--- config.mk ---
export PLATFORM = sky130hd
export DESIGN_NAME = fpu_seq_muldiv_flat
export DESIGN_NICKNAME = d
export VERILOG_FILES = /design/src/rtl/fpu_seq_muldiv_pkg.sv /design/src/rtl/fpu_seq_muldiv_if.sv /design/src/rtl/fpu_seq_muldiv_round_pack.sv /design/src/rtl/fpu_seq_muldiv.sv /design/src/flat_wrapper.sv
export SDC_FILE = /design/constraint.sdc
export NUM_CORES = 1
export LEC_CHECK = 0
export ABC_AREA = 1
export BUFFER_PORTS_ARGS = -buffer_cell sky130_fd_sc_hd__buf_2
export CAP_MARGIN = 20
export CORE_UTILIZATION = 36
export CTS_BUF_LIST = sky130_fd_sc_hd__clkbuf_4
export CTS_CLUSTER_DIAMETER = 200
export DETAILED_ROUTE_END_ITERATION = 6
export GPL_TIMING_DRIVEN = 0
export MAX_ROUTING_LAYER = met4
export REMOVE_ABC_BUFFERS = 1
export SKIP_LAST_GASP = 1
export SLEW_MARGIN = 5
export SYNTH_ARGS = -nofsm -noshare
export SYNTH_HDL_FRONTEND = slang
export SYNTH_HIERARCHICAL = 1
export SYNTH_SLANG_ARGS = --single-unit
--- constraint.sdc ---
create_clock -name clk -period 6.9 [get_ports clk]
set_input_delay 1.035 -clock clk [delete_from_list [all_inputs] [get_ports clk]]
set_output_delay 1.035 -clock clk [all_outputs]
set_load 0.03 [all_outputs]
--- src/rtl/fpu_seq_muldiv_pkg.sv ---
// Shared FPU types: operation codes, mul/div sequencer states and flag bit positions.
package pa_fpu;

  typedef enum logic [3:0] {
    op_nop  = 4'd0,
    op_add  = 4'd1,
    op_sub  = 4'd2,
    op_mul  = 4'd3,
    op_div  = 4'd4,
    op_sqrt = 4'd5,
    op_cmp  = 4'd6,
    op_cvt  = 4'd7
  } e_fpu_operations;

  typedef enum logic [2:0] {
    md_idle,
    md_unpack,
    md_mul_iter,
    md_div_iter,
    md_norm,
    md_result
  } e_muldiv_states;

  localparam int unsigned FLAG_INVALID = 3;
  localparam int unsigned FLAG_DZ      = 2;
  localparam int unsigned FLAG_OVF     = 1;
  localparam int unsigned FLAG_UNF     = 0;

endpackage

--- src/rtl/fpu_seq_muldiv_if.sv ---
// Request/result handshake between the FPU main sequencer (master) and the mul/div unit (slave).
interface fpu_seq_muldiv_if #(
  parameter int unsigned W = 32
);
  logic         start;
  logic [3:0]   op;
  logic [W-1:0] opa;
  logic [W-1:0] opb;
  logic         ready;
  logic [W-1:0] result;
  logic         out_valid;
  logic         out_ack;
  logic [3:0]   flags;

  modport master (
    output start, op, opa, opb, out_ack,
    input  ready, result, out_valid, flags
  );

  modport slave (
    input  start, op, opa, opb, out_ack,
    output ready, result, out_valid, flags
  );
endinterface

--- src/rtl/fpu_seq_muldiv_round_pack.sv ---
// Combinational round/range-check/pack stage, shared by mul/div and the add/sub unit.
// FPU_MULDIV_ROUND_NEAREST_EN selects round-to-nearest-even; otherwise truncation.
module fpu_round_pack #(
  parameter int unsigned EXP_W = 8,
  parameter int unsigned MAN_W = 23
) (
  input  logic                     sign,
  input  logic signed [EXP_W+1:0]  exp_in,
  input  logic [MAN_W:0]           sig_in,
  input  logic                     guard,
  input  logic                     round,
  input  logic                     sticky,
  output logic [EXP_W+MAN_W:0]     result,
  output logic                     ovf,
  output logic                     unf
);
  localparam int unsigned EW = EXP_W + 2;
  localparam logic signed [EW-1:0] MAX_E  = EW'(2**EXP_W - 1);
  localparam logic signed [EW-1:0] ZERO_E = '0;
  localparam logic signed [EW-1:0] ONE_E  = EW'(1);

  logic [MAN_W:0]          sig;
  logic signed [EW-1:0]    exp_r;
  logic [3:0]              unused_bits;
`ifdef FPU_MULDIV_ROUND_NEAREST_EN
  logic                    inc;
  logic [MAN_W+1:0]        sum;
`endif

  assign unused_bits = {guard, round, sticky, sig[MAN_W]};

  always_comb begin
    sig   = sig_in;
    exp_r = exp_in;
`ifdef FPU_MULDIV_ROUND_NEAREST_EN
    inc = guard & (round | sticky | sig_in[0]);
    sum = {1'b0, sig_in} + {{(MAN_W+1){1'b0}}, inc};
    // carry out of the significand means 10.00..0: renormalise
    if (sum[MAN_W+1]) begin
      sig   = sum[MAN_W+1:1];
      exp_r = exp_in + ONE_E;
    end else begin
      sig = sum[MAN_W:0];
    end
`endif
    ovf    = 1'b0;
    unf    = 1'b0;
    result = {sign, exp_r[EXP_W-1:0], sig[MAN_W-1:0]};
    if (exp_r >= MAX_E) begin
      ovf    = 1'b1;
      result = {sign, {EXP_W{1'b1}}, {MAN_W{1'b0}}};
    end else if (exp_r <= ZERO_E) begin
      unf    = 1'b1;
      result = {sign, {(EXP_W+MAN_W){1'b0}}};
    end
  end
endmodule

--- src/rtl/fpu_seq_muldiv.sv ---
// Sequential FP multiply (shift-add) / divide (restoring) with special values, flags and ack handshake.
// Rounding mode controlled by FPU_MULDIV_ROUND_NEAREST_EN (see fpu_round_pack).
module fpu_seq_muldiv
  import pa_fpu::*;
#(
  parameter int unsigned EXP_W = 8,
  parameter int unsigned MAN_W = 23,
  parameter int unsigned BIAS  = 2**(EXP_W-1) - 1
) (
  input logic            clk,
  input logic            rst,
  fpu_seq_muldiv_if.slave bus
);
  localparam int unsigned W  = 1 + EXP_W + MAN_W;
  localparam int unsigned M  = MAN_W + 1;
  localparam int unsigned EW = EXP_W + 2;
  localparam int unsigned CW = $clog2(M + 3);
  localparam logic signed [EW-1:0] BIAS_X = EW'(BIAS);
  localparam logic signed [EW-1:0] ONE_X  = EW'(1);
  localparam logic [W-1:0] QNAN = {1'b0, {EXP_W{1'b1}}, 1'b1, {(MAN_W-1){1'b0}}};

  e_muldiv_states       state_q, state_d;
  e_fpu_operations      op_q, op_d;
  logic [W-1:0]         opa_q, opa_d, opb_q, opb_d;
  logic [CW-1:0]        cnt_q, cnt_d;
  logic                 sign_q, sign_d;
  logic signed [EW-1:0] exp_q, exp_d;
  logic [M-1:0]         dvs_q, dvs_d;
  logic [2*M-1:0]       prod_q, prod_d;
  logic [M:0]           rem_q, rem_d;
  logic [M+1:0]         quo_q, quo_d;
  logic [W-1:0]         result_q, result_d;
  logic [3:0]           flags_q, flags_d;

  logic [EXP_W-1:0]     ea, eb;
  logic [MAN_W-1:0]     fa, fb;
  logic                 a_zero, a_inf, a_nan, b_zero, b_inf, b_nan, sgn;
  logic signed [EW-1:0] ea_x, eb_x;
  logic                 spec_hit;
  logic [W-1:0]         spec_res;
  logic [3:0]           spec_flags;
  logic [M:0]           mul_sum, div_diff;
  logic                 div_ge;
  logic [M-1:0]         rp_sig;
  logic                 rp_g, rp_r, rp_s, rp_ovf, rp_unf;
  logic signed [EW-1:0] rp_exp;
  logic [W-1:0]         rp_result;

  assign ea     = opa_q[W-2:MAN_W];
  assign eb     = opb_q[W-2:MAN_W];
  assign fa     = opa_q[MAN_W-1:0];
  assign fb     = opb_q[MAN_W-1:0];
  assign sgn    = opa_q[W-1] ^ opb_q[W-1];
  // zero exponent covers denormals too: they are flushed to zero
  assign a_zero = (ea == '0);
  assign b_zero = (eb == '0);
  assign a_inf  = (ea == '1) && (fa == '0);
  assign b_inf  = (eb == '1) && (fb == '0);
  assign a_nan  = (ea == '1) && (fa != '0);
  assign b_nan  = (eb == '1) && (fb != '0);
  assign ea_x   = $signed(EW'(ea));
  assign eb_x   = $signed(EW'(eb));

  always_comb begin
    spec_hit   = 1'b1;
    spec_res   = {sgn, {(W-1){1'b0}}};
    spec_flags = '0;
    if (!(op_q == op_mul || op_q == op_div)) begin
      spec_res                 = QNAN;
      spec_flags[FLAG_INVALID] = 1'b1;
    end else if (a_nan || b_nan) begin
      spec_res = QNAN;
    end else if (op_q == op_mul) begin
      if ((a_inf && b_zero) || (a_zero && b_inf)) begin
        spec_res                 = QNAN;
        spec_flags[FLAG_INVALID] = 1'b1;
      end else if (a_zero || b_zero) begin
        spec_res = {sgn, {(W-1){1'b0}}};
      end else if (a_inf || b_inf) begin
        spec_res = {sgn, {EXP_W{1'b1}}, {MAN_W{1'b0}}};
      end else begin
        spec_hit = 1'b0;
      end
    end else begin
      if ((a_zero && b_zero) || (a_inf && b_inf)) begin
        spec_res                 = QNAN;
        spec_flags[FLAG_INVALID] = 1'b1;
      end else if (a_inf) begin
        spec_res = {sgn, {EXP_W{1'b1}}, {MAN_W{1'b0}}};
      end else if (b_zero) begin
        spec_res            = {sgn, {EXP_W{1'b1}}, {MAN_W{1'b0}}};
        spec_flags[FLAG_DZ] = 1'b1;
      end else if (a_zero || b_inf) begin
        spec_res = {sgn, {(W-1){1'b0}}};
      end else begin
        spec_hit = 1'b0;
      end
    end
  end

  // one multiplier bit per step: add multiplicand into the high half, shift the pair right
  assign mul_sum  = {1'b0, prod_q[2*M-1:M]} + (prod_q[0] ? {1'b0, dvs_q} : '0);
  assign div_ge   = (rem_q >= {1'b0, dvs_q});
  assign div_diff = div_ge ? (rem_q - {1'b0, dvs_q}) : rem_q;

  always_comb begin
    rp_sig = quo_q[M:1];
    rp_g   = quo_q[0];
    rp_r   = 1'b0;
    rp_s   = (rem_q != '0);
    rp_exp = exp_q - ONE_X;
    if (op_q == op_mul) begin
      if (prod_q[2*M-1]) begin
        rp_sig = prod_q[2*M-1:M];
        rp_g   = prod_q[M-1];
        rp_r   = prod_q[M-2];
        rp_s   = |prod_q[M-3:0];
        rp_exp = exp_q + ONE_X;
      end else begin
        rp_sig = prod_q[2*M-2:M-1];
        rp_g   = prod_q[M-2];
        rp_r   = prod_q[M-3];
        rp_s   = |prod_q[M-4:0];
        rp_exp = exp_q;
      end
    end else if (quo_q[M+1]) begin
      rp_sig = quo_q[M+1:2];
      rp_g   = quo_q[1];
      rp_r   = quo_q[0];
      rp_exp = exp_q;
    end
  end

  fpu_round_pack #(.EXP_W(EXP_W), .MAN_W(MAN_W)) u_round_pack (
    .sign   (sign_q),
    .exp_in (rp_exp),
    .sig_in (rp_sig),
    .guard  (rp_g),
    .round  (rp_r),
    .sticky (rp_s),
    .result (rp_result),
    .ovf    (rp_ovf),
    .unf    (rp_unf)
  );

  always_ff @(posedge clk) begin
    if (rst) state_q <= md_idle;
    else     state_q <= state_d;
  end

  always_comb begin
    state_d = state_q;
    case (state_q)
      md_idle:     if (bus.start) state_d = md_unpack;
      md_unpack:   if (spec_hit) state_d = md_result;
                   else if (op_q == op_mul) state_d = md_mul_iter;
                   else state_d = md_div_iter;
      md_mul_iter: if (cnt_q == CW'(1)) state_d = md_norm;
      md_div_iter: if (cnt_q == CW'(1)) state_d = md_norm;
      md_norm:     state_d = md_result;
      md_result:   if (bus.out_ack) state_d = md_idle;
      default:     state_d = md_idle;
    endcase
  end

  always_comb begin
    bus.ready     = (state_q == md_idle);
    bus.out_valid = (state_q == md_result);
    bus.result    = result_q;
    bus.flags     = flags_q;
  end

  always_comb begin
    op_d     = op_q;
    opa_d    = opa_q;
    opb_d    = opb_q;
    cnt_d    = cnt_q;
    sign_d   = sign_q;
    exp_d    = exp_q;
    dvs_d    = dvs_q;
    prod_d   = prod_q;
    rem_d    = rem_q;
    quo_d    = quo_q;
    result_d = result_q;
    flags_d  = flags_q;
    case (state_q)
      md_idle: if (bus.start) begin
        op_d  = e_fpu_operations'(bus.op);
        opa_d = bus.opa;
        opb_d = bus.opb;
      end
      md_unpack: begin
        sign_d = sgn;
        if (spec_hit) begin
          result_d = spec_res;
          flags_d  = spec_flags;
        end else if (op_q == op_mul) begin
          exp_d  = ea_x + eb_x - BIAS_X;
          dvs_d  = {1'b1, fa};
          prod_d = {{M{1'b0}}, 1'b1, fb};
          cnt_d  = CW'(M);
        end else begin
          exp_d = ea_x - eb_x + BIAS_X;
          dvs_d = {1'b1, fb};
          rem_d = {2'b01, fa};
          quo_d = '0;
          cnt_d = CW'(M + 2);
        end
      end
      md_mul_iter: begin
        prod_d = {mul_sum, prod_q[M-1:1]};
        cnt_d  = cnt_q - CW'(1);
      end
      md_div_iter: begin
        rem_d = {div_diff[M-1:0], 1'b0};
        quo_d = {quo_q[M:0], div_ge};
        cnt_d = cnt_q - CW'(1);
      end
      md_norm: begin
        result_d          = rp_result;
        flags_d           = '0;
        flags_d[FLAG_OVF] = rp_ovf;
        flags_d[FLAG_UNF] = rp_unf;
      end
      default: ;
    endcase
  end

  always_ff @(posedge clk) begin
    if (rst) begin
      op_q     <= op_nop;
      opa_q    <= '0;
      opb_q    <= '0;
      cnt_q    <= '0;
      sign_q   <= 1'b0;
      exp_q    <= '0;
      dvs_q    <= '0;
      prod_q   <= '0;
      rem_q    <= '0;
      quo_q    <= '0;
      result_q <= '0;
      flags_q  <= '0;
    end else begin
      op_q     <= op_d;
      opa_q    <= opa_d;
      opb_q    <= opb_d;
      cnt_q    <= cnt_d;
      sign_q   <= sign_d;
      exp_q    <= exp_d;
      dvs_q    <= dvs_d;
      prod_q   <= prod_d;
      rem_q    <= rem_d;
      quo_q    <= quo_d;
      result_q <= result_d;
      flags_q  <= flags_d;
    end
  end
endmodule

--- src/flat_wrapper.sv ---
// flat-port wrapper written by rule: the top's interface ports become plain ports
module fpu_seq_muldiv_flat import pa_fpu::*;
#(
  parameter int unsigned EXP_W = 8,
  parameter int unsigned MAN_W = 23,
  parameter int unsigned BIAS  = 2**(EXP_W-1) - 1
)
  (clk, rst, bus_start, bus_op, bus_opa, bus_opb, bus_out_ack, bus_ready, bus_result, bus_out_valid, bus_flags);
  fpu_seq_muldiv_if bus_i ();
  input logic clk;
  input logic rst;
  input wire logic [$bits(bus_i.start)-1:0] bus_start;
  input wire logic [$bits(bus_i.op)-1:0] bus_op;
  input wire logic [$bits(bus_i.opa)-1:0] bus_opa;
  input wire logic [$bits(bus_i.opb)-1:0] bus_opb;
  input wire logic [$bits(bus_i.out_ack)-1:0] bus_out_ack;
  output wire logic [$bits(bus_i.ready)-1:0] bus_ready;
  output wire logic [$bits(bus_i.result)-1:0] bus_result;
  output wire logic [$bits(bus_i.out_valid)-1:0] bus_out_valid;
  output wire logic [$bits(bus_i.flags)-1:0] bus_flags;
  assign bus_i.start = bus_start;
  assign bus_i.op = bus_op;
  assign bus_i.opa = bus_opa;
  assign bus_i.opb = bus_opb;
  assign bus_i.out_ack = bus_out_ack;
  assign bus_ready = bus_i.ready;
  assign bus_result = bus_i.result;
  assign bus_out_valid = bus_i.out_valid;
  assign bus_flags = bus_i.flags;
  fpu_seq_muldiv #(.EXP_W(EXP_W), .MAN_W(MAN_W), .BIAS(BIAS)) u_core (.clk(clk), .rst(rst), .bus(bus_i));
endmodule
==> impl_metrics.json, run 1 <==
{
  "synthesis.area_um2": 16140,
  "cp_max_fo": 63,
  "power.share.combinational": 0.620,
  "switchingPower_uw": 4670,
  "crit_type": "register to register",
  "synth_area_per_cell_um2": 6.260,
  "regArea_um2": 4925,
  "switching_share": 0.5243,
  "clk_path_buf_depth": 3,
  "fin_ws_ns": 2.205,
  "grt_max_degree": 72,
  "tritoncts": "built",
  "ant_nets": 0,
  "power.density_nw_per_um2": 490.2,
  "dp_slack_ns": 2.311,
  "cts.htree.levels": 3,
  "hold_viol": 0,
  "final_cell_area_um2": 18170,
  "viasPerCell": 4.972,
  "drive_gt1_frac": 0.1215,
  "grt_pass1_vias": 15810,
  "crit_top_cell": "nand2_1",
  "reg2reg_slack_ns": 2.20,
  "power_leakage_uw": 0.008486,
  "layout.cells.non_filler": 3310,
  "initial_core_util": 0.3651,
  "ios": 110,
  "grt_pass1_wl_mm": 79.32,
  "cts-root-buf": "clkbuf_4",
  "min_path_type": "register to register",
  "grt.total_usage": 0.2234,
  "crit_required_ns": 7.53,
  "area_growth_pct": 12.53,
  "path_cells": "nand4_4, inv_2, nor2_1, inv_1, nor2_1, a21oi_1, xor2_1, inv_1, nand2_1, nor2_1, nand2_1, nand2_1, nand2_1, nand2_1, nand2_1, nand2_1, nor2_1, nor2_1",
  "crit_family": "simple AND/OR/NAND/NOR gates",
  "cts_hold_buf": 0,
  "worst_pin_slew_ns": 0.9556,
  "cts.repair.resized": 0,
  "grt_antenna_before_repair": 2,
  "p_clk_frac": 0.164,
  "fillCellCount": 4781,
  "finalMaxSlewViolations": 0,
  "die_area_um2": 45700,
  "place_hpwl_mm": 35.50,
  "path_clk_slew_ns": 0.06,
  "min_period_over_period": 0.6805,
  "intPower_uw": 4236,
  "setup_viol": 0,
  "wl_per_cell_um": 14.57,
  "setup_tns_ns": 0,
  "rsz0062_at_grt": "no",
  "drc": 0,
  "worst-path-buf-inv": 3,
  "routed_wirelength_mm": 48.24,
  "multi_input_area_um2": 9543,
  "critPathLaunchType": "register",
  "end_kind": "register",
  "die_y_um": 213.8,
  "period_needed_ns": 4.695,
  "dp.cells": 3174,
  "clkLatencyLatePin_ns": 0.80,
  "cts_buffers": 75,
  "critical_path.max_stage_delay_ns": 0.73,
  "cp_slowest_cell": "nand4_4",
  "ys_warn_count": 6,
  "power.share.sequential": 0.216,
  "overflow": 0,
  "cts_num_sinks": 246,
  "finalClockSkew_ns": 0.07027,
  "power_uw": 8906,
  "fmax_mhz": 213.0,
  "fp.dieW_um": 213.8,
  "gp_congestion": 0.9449,
  "place_area_um2": 17190,
  "dr.pass1.iters": 6,
  "drt-initial-drc-count": 966,
  "synth_cells": 2579,
  "port_buffers": 109,
  "relSlewSlack": 0.3629,
  "peakVddDrop_mv": 0.4404,
  "cts_setup_buffers": 0,
  "max-cap-violations": 0,
  "core_region_area_um2": 44220,
  "rows": 77,
  "vias": 16460,
  "cp.arrival_ns": 5.32,
  "status": "finished, final reports clean",
  "layout.nets": 2811
}
-- power by group through the flow --
stage | Clock [uW] | Combinational [uW] | Sequential, uW
finish | 1460 | 5520 | 1920
global route | 1600 | 6310 | 1960
CTS | 1520 | 5520 | 1920
detailed placement | 0 | 5490 | 1950
global placement | 0 | 5380 | 1940
floorplan | 0 | 4010 | 1940
-- worst min-delay path: cells and delay by family, from the launching register on --
| kind | cells | cell delay (ns) |
|---|---|---|
| flip-flops | 1 | 0.29 |
| buffers and inverters | 1 | 0.06 |
| AO/OA/AOI/OAI | 1 | 0.05 |
-- placed cells by master, fill, tap and decap left out, drive strengths merged, types with 26 or more instances in the layout --
cell type / count
a211oi: 26
a21oi: 251
buf: 121
clkbuf: 116
dfxtp: 246
ha: 76
inv: 309
nand2: 713
nand3: 190
nand4: 28
nor2: 325
o21ai: 151
o22ai: 44
-- path summary, 6_finish.rpt --
kind / startpoint / to / cells past startpoint
hold / removal: u_core/prod_q[8] / u_core/prod_q[8] / 2
setup reg to reg: u_core/op_q[0] / u_core/bus.result[27] / 18
hold reg to reg: u_core/prod_q[8] / u_core/prod_q[8] / 2
setup / recovery: u_core/op_q[0] / u_core/bus.result[27] / 18
-- stage by stage --
stage | hold slack (ns) | utilization
after global placement | 0.4349 | 0.3817
after detailed placement | 0.4399 | 0.3888
after global routing | 0.4746 | 0.4108
after floorplan | 0.4268 | -
after CTS | 0.4407 | 0.4107
final | 0.4477 | 0.4108
-- state kept, by name, summed over array words and instances, names as in the netlist, 5 cells and up --
| register | count |
|---|---|
| u_core/prod_q | 48 |
| u_core/bus.result | 32 |
| u_core/opa_q | 32 |
| u_core/opb_q | 32 |
| u_core/quo_q | 26 |
| u_core/rem_q | 25 |
| u_core/dvs_q | 24 |
| u_core/exp_q | 10 |
| u_core/cnt_q | 5 |
-- final cells by class --
type | instances | share of cell area
multi-input cells | 1905 | 0.5253
flip-flops and latches | 246 | 0.2711
inverters | 310 | 0.06419
clock buffers | 116 | 0.04793
repair buffers | 121 | 0.04497
well taps | 592 | 0.04077
clock inverters | 18 | 0.005510
diodes | 2 | 0.0002755
-- per-layer routing --
metal  track usage  wire (um)  vias to the layer above
met1        0.2815      22740                     7463
met5             -          0                        -
met3       0.04028       2354                       78
met2        0.3537      21770                      385
li1              -          -                     8530
met4       0.08695       1374                        0
Power figures use the tool's default switching activity.
==> inputs of run 2 (changes only) <==
clock period = 4.05 ns   (was 6.9 ns; I/O delays follow)
==> run 2 against run 1 <==
Effect of this change:
- clock power up 71%
- sequential share of layout area down 0.071 points
- non-clock buffer count unchanged
- sequential power up 72%
- combinational power up 71%
- first-iteration DRC count down 2.3%
- critical path depth down 2
- hold slack worse by 0.34 ns
- die area unchanged
- maximum frequency up 26%
- critical endpoint is now u_core/bus.result[22]
- largest power group unchanged
- highest routed layer unchanged
==> impl_metrics.json, run 2 (synthesis results as in run 1) <==
{
  "critPathLaunchType": "register",
  "max-cap-violations": 0,
  "route.met2.wl_mm": 22.13,
  "die_y_um": 213.8,
  "clkLatencyLatePin_ns": 0.80,
  "fp.dieW_um": 213.8,
  "fillCellCount": 4785,
  "grt.total_usage": 0.2273,
  "fmax_mhz": 268.4,
  "drc": 0,
  "peakVddDrop_mv": 0.7547,
  "layout.nets": 2814,
  "dr.pass1.iters": 5,
  "vias": 16630,
  "post-route-util": 0.4119,
  "core_region_area_um2": 44220,
  "ios": 110,
  "worst_pin_slew_ns": 0.9933,
  "cts-root-buf": "clkbuf_4",
  "cts.htree.levels": 3,
  "place_hpwl_mm": 35.50,
  "finalClockSkew_ns": 0.06765,
  "drive_gt1_frac": 0.1236,
  "cts_hold_buf": 0,
  "power_leakage_uw": 0.008498,
  "crit_required_ns": 4.70,
  "drt-initial-drc-count": 944,
  "wl_per_cell_um": 14.93,
  "cp.arrival_ns": 4.38,
  "port_buffers": 109,
  "overflow": 0,
  "clk_path_buf_depth": 3,
  "relSlewSlack": 0.3362,
  "cts_buffers": 75,
  "ant_nets": 0,
  "viasPerCell": 5.019,
  "grt_max_degree": 72,
  "initial_core_util": 0.3651,
  "grt_pass1_wl_mm": 80.25,
  "wl_met3_mm": 2.772,
  "hold_viol": 0,
  "power.density_nw_per_um2": 836.6,
  "final_common_cell": "nand2_1",
  "cts_num_sinks": 246,
  "cts_setup_buffers": 0,
  "cp_max_fo": 24,
  "rows": 77,
  "routed_wirelength_mm": 49.48,
  "finalMaxSlewViolations": 0,
  "grt_pass1_vias": 15850,
  "die_area_um2": 45700,
  "min_path_type": "input port to register",
  "tritoncts": "built",
  "path_clk_slew_ns": 0.07,
  "crit_type": "register to register",
  "area_growth_pct": 12.83,
  "top_register": "u_core/prod_q",
  "rsz0062_at_grt": "no",
  "min_period_over_period": 0.9199,
  "gp_congestion": 0.9449,
  "grt_antenna_before_repair": 3,
  "hold_slack_ns": 0.1056,
  "top_layer": "met4",
  "wl_met1_mm": 23.21,
  "final_cell_mix": "nand2_1 (702), nor2_1 (316), inv_1 (290)",
  "status": "finished, final reports clean",
  "period_needed_ns": 3.725,
  "end_kind": "register",
  "largest_reg_flops": 48,
  "setup_viol": 0
}
## run 2: timing repair
item	in CTS	in global routing
cloned	1	2
endpoints found under the hold margin	0	0
resized for setup	2	3
setup endpoints to repair	32	22
pin swaps	1	1
## run 2: area by class of cell
cell class / count / area (um^2) / share of cell area
clock inverter: 18 / 100.1 / 0.005495
timing repair buffer: 121 / 817.0 / 0.04486
clock buffer: 116 / 870.8 / 0.04781
multi-input combinational: 1907 / 9578 / 0.5258
tap: 592 / 740.7 / 0.04066
timing repair inverter: 1 / 5.005 / 0.0002748
sequential: 246 / 4925 / 0.2704
antenna: 3 / 7.507 / 0.0004121
inverter: 310 / 1171 / 0.06429
## run 2: final timing paths
check	from	end	slack, ns	depth (start not counted)
worst min register to register	u_core/prod_q[8]	u_core/prod_q[8]	0.45	2
worst max register to register	u_core/op_q[0]	u_core/bus.result[22]	0.32	16
worst max-delay path	u_core/op_q[0]	u_core/bus.result[22]	0.32	16
worst min-delay path	bus_opa[18]	u_core/opa_q[18]	0.11	3
## run 2: power breakdown
| group | switching, uW | internal, uW |
|---|---|---|
| combinational | 6480 | 2960 |
| sequential | 396 | 2900 |
| clock | 1130 | 1360 |
| total | 8010 | 7220 |
## run 2: routing by layer
metal  vias to the layer above  track usage
met1                      7585       0.2871
met2                       414       0.3579
met5                         -            -
li1                       8551            -
met4                         0      0.08670
met3                        83      0.04335
## run 2: worst max-delay path, cell delays in order, from the launching register on
cell and delay [ns]:
dfxtp_1 0.44, nand4_4 0.33, clkinv_2 0.37, nor2_4 0.34, clkinvlp_4 0.34, nor2_1 0.17
a21oi_1 0.06, xor2_1 0.16, inv_1 0.10, nand2_1 0.06, nor2_1 0.12, nand2_2 0.29
nand3_1 0.18, nor2_1 0.09, or2_2 0.31, a21oi_1 0.15, nor2_1 0.07
## run 2: through the flow
stage / setup TNS (ns) / area (um^2) / worst slack [ns] / total power, uW / instances
finish: 0 / 18220 / 0.3245 / 15240 / 3314
global route: 0 / 18220 / 0.03166 / 16880 / 3314
CTS: 0 / 18180 / 0.04207 / 15320 / 3309
detailed placement: -11.19 / 17190 / -0.5387 / 12670 / 3174
global placement: -377.65 / 16880 / -2.819 / 12460 / 3162
floorplan: -0.2267 / 15590 / -0.004627 / 10140 / 2461
==> inputs of run 3 (changes only) <==
RECOVER_POWER = 50   (was unset)
SETUP_SLACK_MARGIN = 0.15   (was unset)
==> run 3 against run 2 <==
Effect of this change:
- the run now ends with max-capacitance violations, max-slew violations left
- count of clock-buffer cells in the layout stayed put
- wire length is 0.34% lower
- power is 0.41% lower
- sequential share of layout area is 0.15 points higher
- first-iteration DRC count is 9.1% higher
- hold slack worse by 0.0029 ns
- core utilization is 0.23 points lower
- critical path depth is 2 lower
- cell count stayed put
- register-to-register slack better by 0.12 ns
- clock skew is 0.0020 ns higher
- die area stayed put
- critical path type unchanged
==> impl_metrics.json, run 3 (synthesis results as in run 1) <==
{
  "status": "finished, violations left",
  "violations": "max-capacitance violations, max-slew violations",
  "relSlewSlack": -0.1045,
  "hold_slack_ns": 0.1027,
  "grt-busiest-layer": "met2",
  "min_period_over_period": 0.8894,
  "cp_max_fo": 51,
  "routed_wirelength_mm": 49.32,
  "grt_pass1_wl_mm": 80.48,
  "cts_buffers": 75,
  "tritoncts": "built",
  "cts_hold_buf": 0,
  "post-route-util": 0.4096,
  "rows": 77,
  "max-cap-violations": 1,
  "die_area_um2": 45700,
  "largest_reg_flops": 48,
  "core_region_area_um2": 44220,
  "die_y_um": 213.8,
  "fmax_mhz": 277.6,
  "peakVddDrop_mv": 0.7539,
  "final_cell_mix": "nand2_1 (705), nor2_1 (317), inv_1 (291)",
  "cts-root-buf": "clkbuf_4",
  "vias": 16560,
  "grt_pass1_vias": 15870,
  "ant_nets": 0,
  "worst_pin_slew_ns": 1.653,
  "grt_antenna_before_repair": 3,
  "power.density_nw_per_um2": 837.9,
  "drive_gt1_frac": 0.1059,
  "finalMaxSlewViolations": 55,
  "gp_congestion": 0.9449,
  "overflow": 0,
  "grtUsageMet2": 0.3585,
  "min-delay-start": "bus_opa[18]",
  "crit_type": "register to register",
  "area_growth_pct": 12.20,
  "top_register": "u_core/prod_q",
  "dr.pass1.iters": 6,
  "min_path_type": "input port to register",
  "clk_path_buf_depth": 3,
  "hold_depth": 3,
  "fillCellCount": 4820,
  "hold_path_end": "u_core/opa_q[18]",
  "drc": 0,
  "hold_viol": 0,
  "cp.arrival_ns": 4.30,
  "cts.htree.levels": 3,
  "initial_core_util": 0.3651,
  "fp.dieW_um": 213.8,
  "end_kind": "register",
  "critPathLaunchType": "register",
  "final_common_cell": "nand2_1",
  "rsz0062_at_grt": "yes",
  "cts_num_sinks": 246,
  "crit_required_ns": 4.75,
  "viasPerCell": 4.996,
  "setup_viol": 0,
  "wl_per_cell_um": 14.88,
  "grt_use_met3": 0.04335,
  "period_needed_ns": 3.602,
  "reg2reg_from": "u_core/opb_q[16]",
  "gr-usage-met1": 0.2889,
  "r2r_end": "u_core/rem_q[5]",
  "rr_worst_depth": 14,
  "multi_input_area_um2": 9533,
  "port_buffers": 109,
  "grt_max_degree": 72,
  "finalClockSkew_ns": 0.06968,
  "cts_setup_buffers": 0,
  "grt.total_usage": 0.2281,
  "layout.nets": 2814,
  "regArea_um2": 4925,
  "clkLatencyLatePin_ns": 0.80,
  "power_leakage_uw": 0.008320,
  "drt-initial-drc-count": 1030,
  "path_clk_slew_ns": 0.07,
  "ios": 110,
  "reg2reg_slack_ns": 0.45,
  "place_hpwl_mm": 35.50
}
run 3: changes by cell type in the layout (fill, tap and decap cells not counted), moves of 2 or more:
| cell | previous run | this run |
|---|---|---|
| a211oi_1 | 10 | 15 |
| a211oi_2 | 15 | 10 |
| buf_2 | 108 | 71 |
| clkbuf_1 | 0 | 38 |
| nand2_1 | 702 | 705 |
| nand2_4 | 4 | 2 |
run 3: repair_timing:
| item | 4_1_cts | 5_1_grt |
|---|---|---|
| gates cloned | 2 | 1 |
| resized for setup | 3 | 3 |
| pin swaps | 1 | 1 |
| endpoints found under the setup margin | 48 | 61 |
run 3: critical path: stages, from the launching register on:
cell     delay [ns]
dfxtp_1        0.45
nor2_1         0.17
nand2_1        0.07
nor2_1         0.43
nand3_1        0.19
nand2_1        0.10
nand2_1        0.14
nor2_8         0.15
nand2_1        0.13
nand2_4        0.52
nand2_2        0.56
buf_12         0.35
nand2_1        0.08
nand2_1        0.06
nor2_1         0.11
run 3: layer usage:
metal / part of all wire / vias up
li1: - / 8551
met1: 0.47 / 7495
met2: 0.45 / 429
met3: 0.058 / 83
met4: 0.028 / 0
met5: 0 / -
run 3: per-stage QoR:
| stage | setup WS [ns] | setup TNS (ns) | total power (uW) | cells | area [um^2] |
|---|---|---|---|---|---|
| 3_3_place_gp | -2.819 | -377.65 | 12460 | 3162 | 16880 |
| 4_1_cts | 0.1919 | 0 | 15320 | 3310 | 18190 |
| 5_1_grt | 0.08471 | 0 | 16830 | 3314 | 18110 |
| 3_5_place_dp | -0.5387 | -11.19 | 12670 | 3174 | 17190 |
| 2_1_floorplan | -0.004627 | -0.2267 | 10140 | 2461 | 15590 |
| 6_report | 0.4480 | 0 | 15180 | 3314 | 18110 |
run 3: power by group:
part           internal, uW  total (uW)  switching (uW)  leakage [uW]
Combinational          2930        9380            6460       0.00573
Clock                  1360        2500            1140      0.000589
Sequential             2900        3300             397       0.00200
Total                  7190       15200            7990       0.00832
run 3: final cells by class:
| class | instances | share of cell area |
|---|---|---|
| flip-flops and latches | 246 | 0.2719 |
| multi-input cells | 1907 | 0.5263 |
| clock inverters | 18 | 0.005526 |
| clock buffers | 116 | 0.04808 |
| diodes | 3 | 0.0004145 |
| well taps | 592 | 0.04089 |
| inverters | 310 | 0.06472 |
| repair inverters | 1 | 0.0002763 |
| repair buffers | 121 | 0.04193 |
run 3: worst max-delay path by stage:
stage / from / to / slack, ns / cells past startpoint
after floorplan: u_core/state_q[0] / u_core/op_q[0] / -0.005 / 6
after global placement: rst / u_core/opa_q[11] / -2.82 / 4
after detailed placement: u_core/op_q[1] / u_core/bus.result[22] / -0.54 / 16
after CTS: u_core/op_q[0] / u_core/bus.result[22] / 0.19 / 16
after global routing: u_core/op_q[0] / u_core/bus.result[22] / 0.08 / 13
final: u_core/opb_q[16] / u_core/rem_q[5] / 0.45 / 14
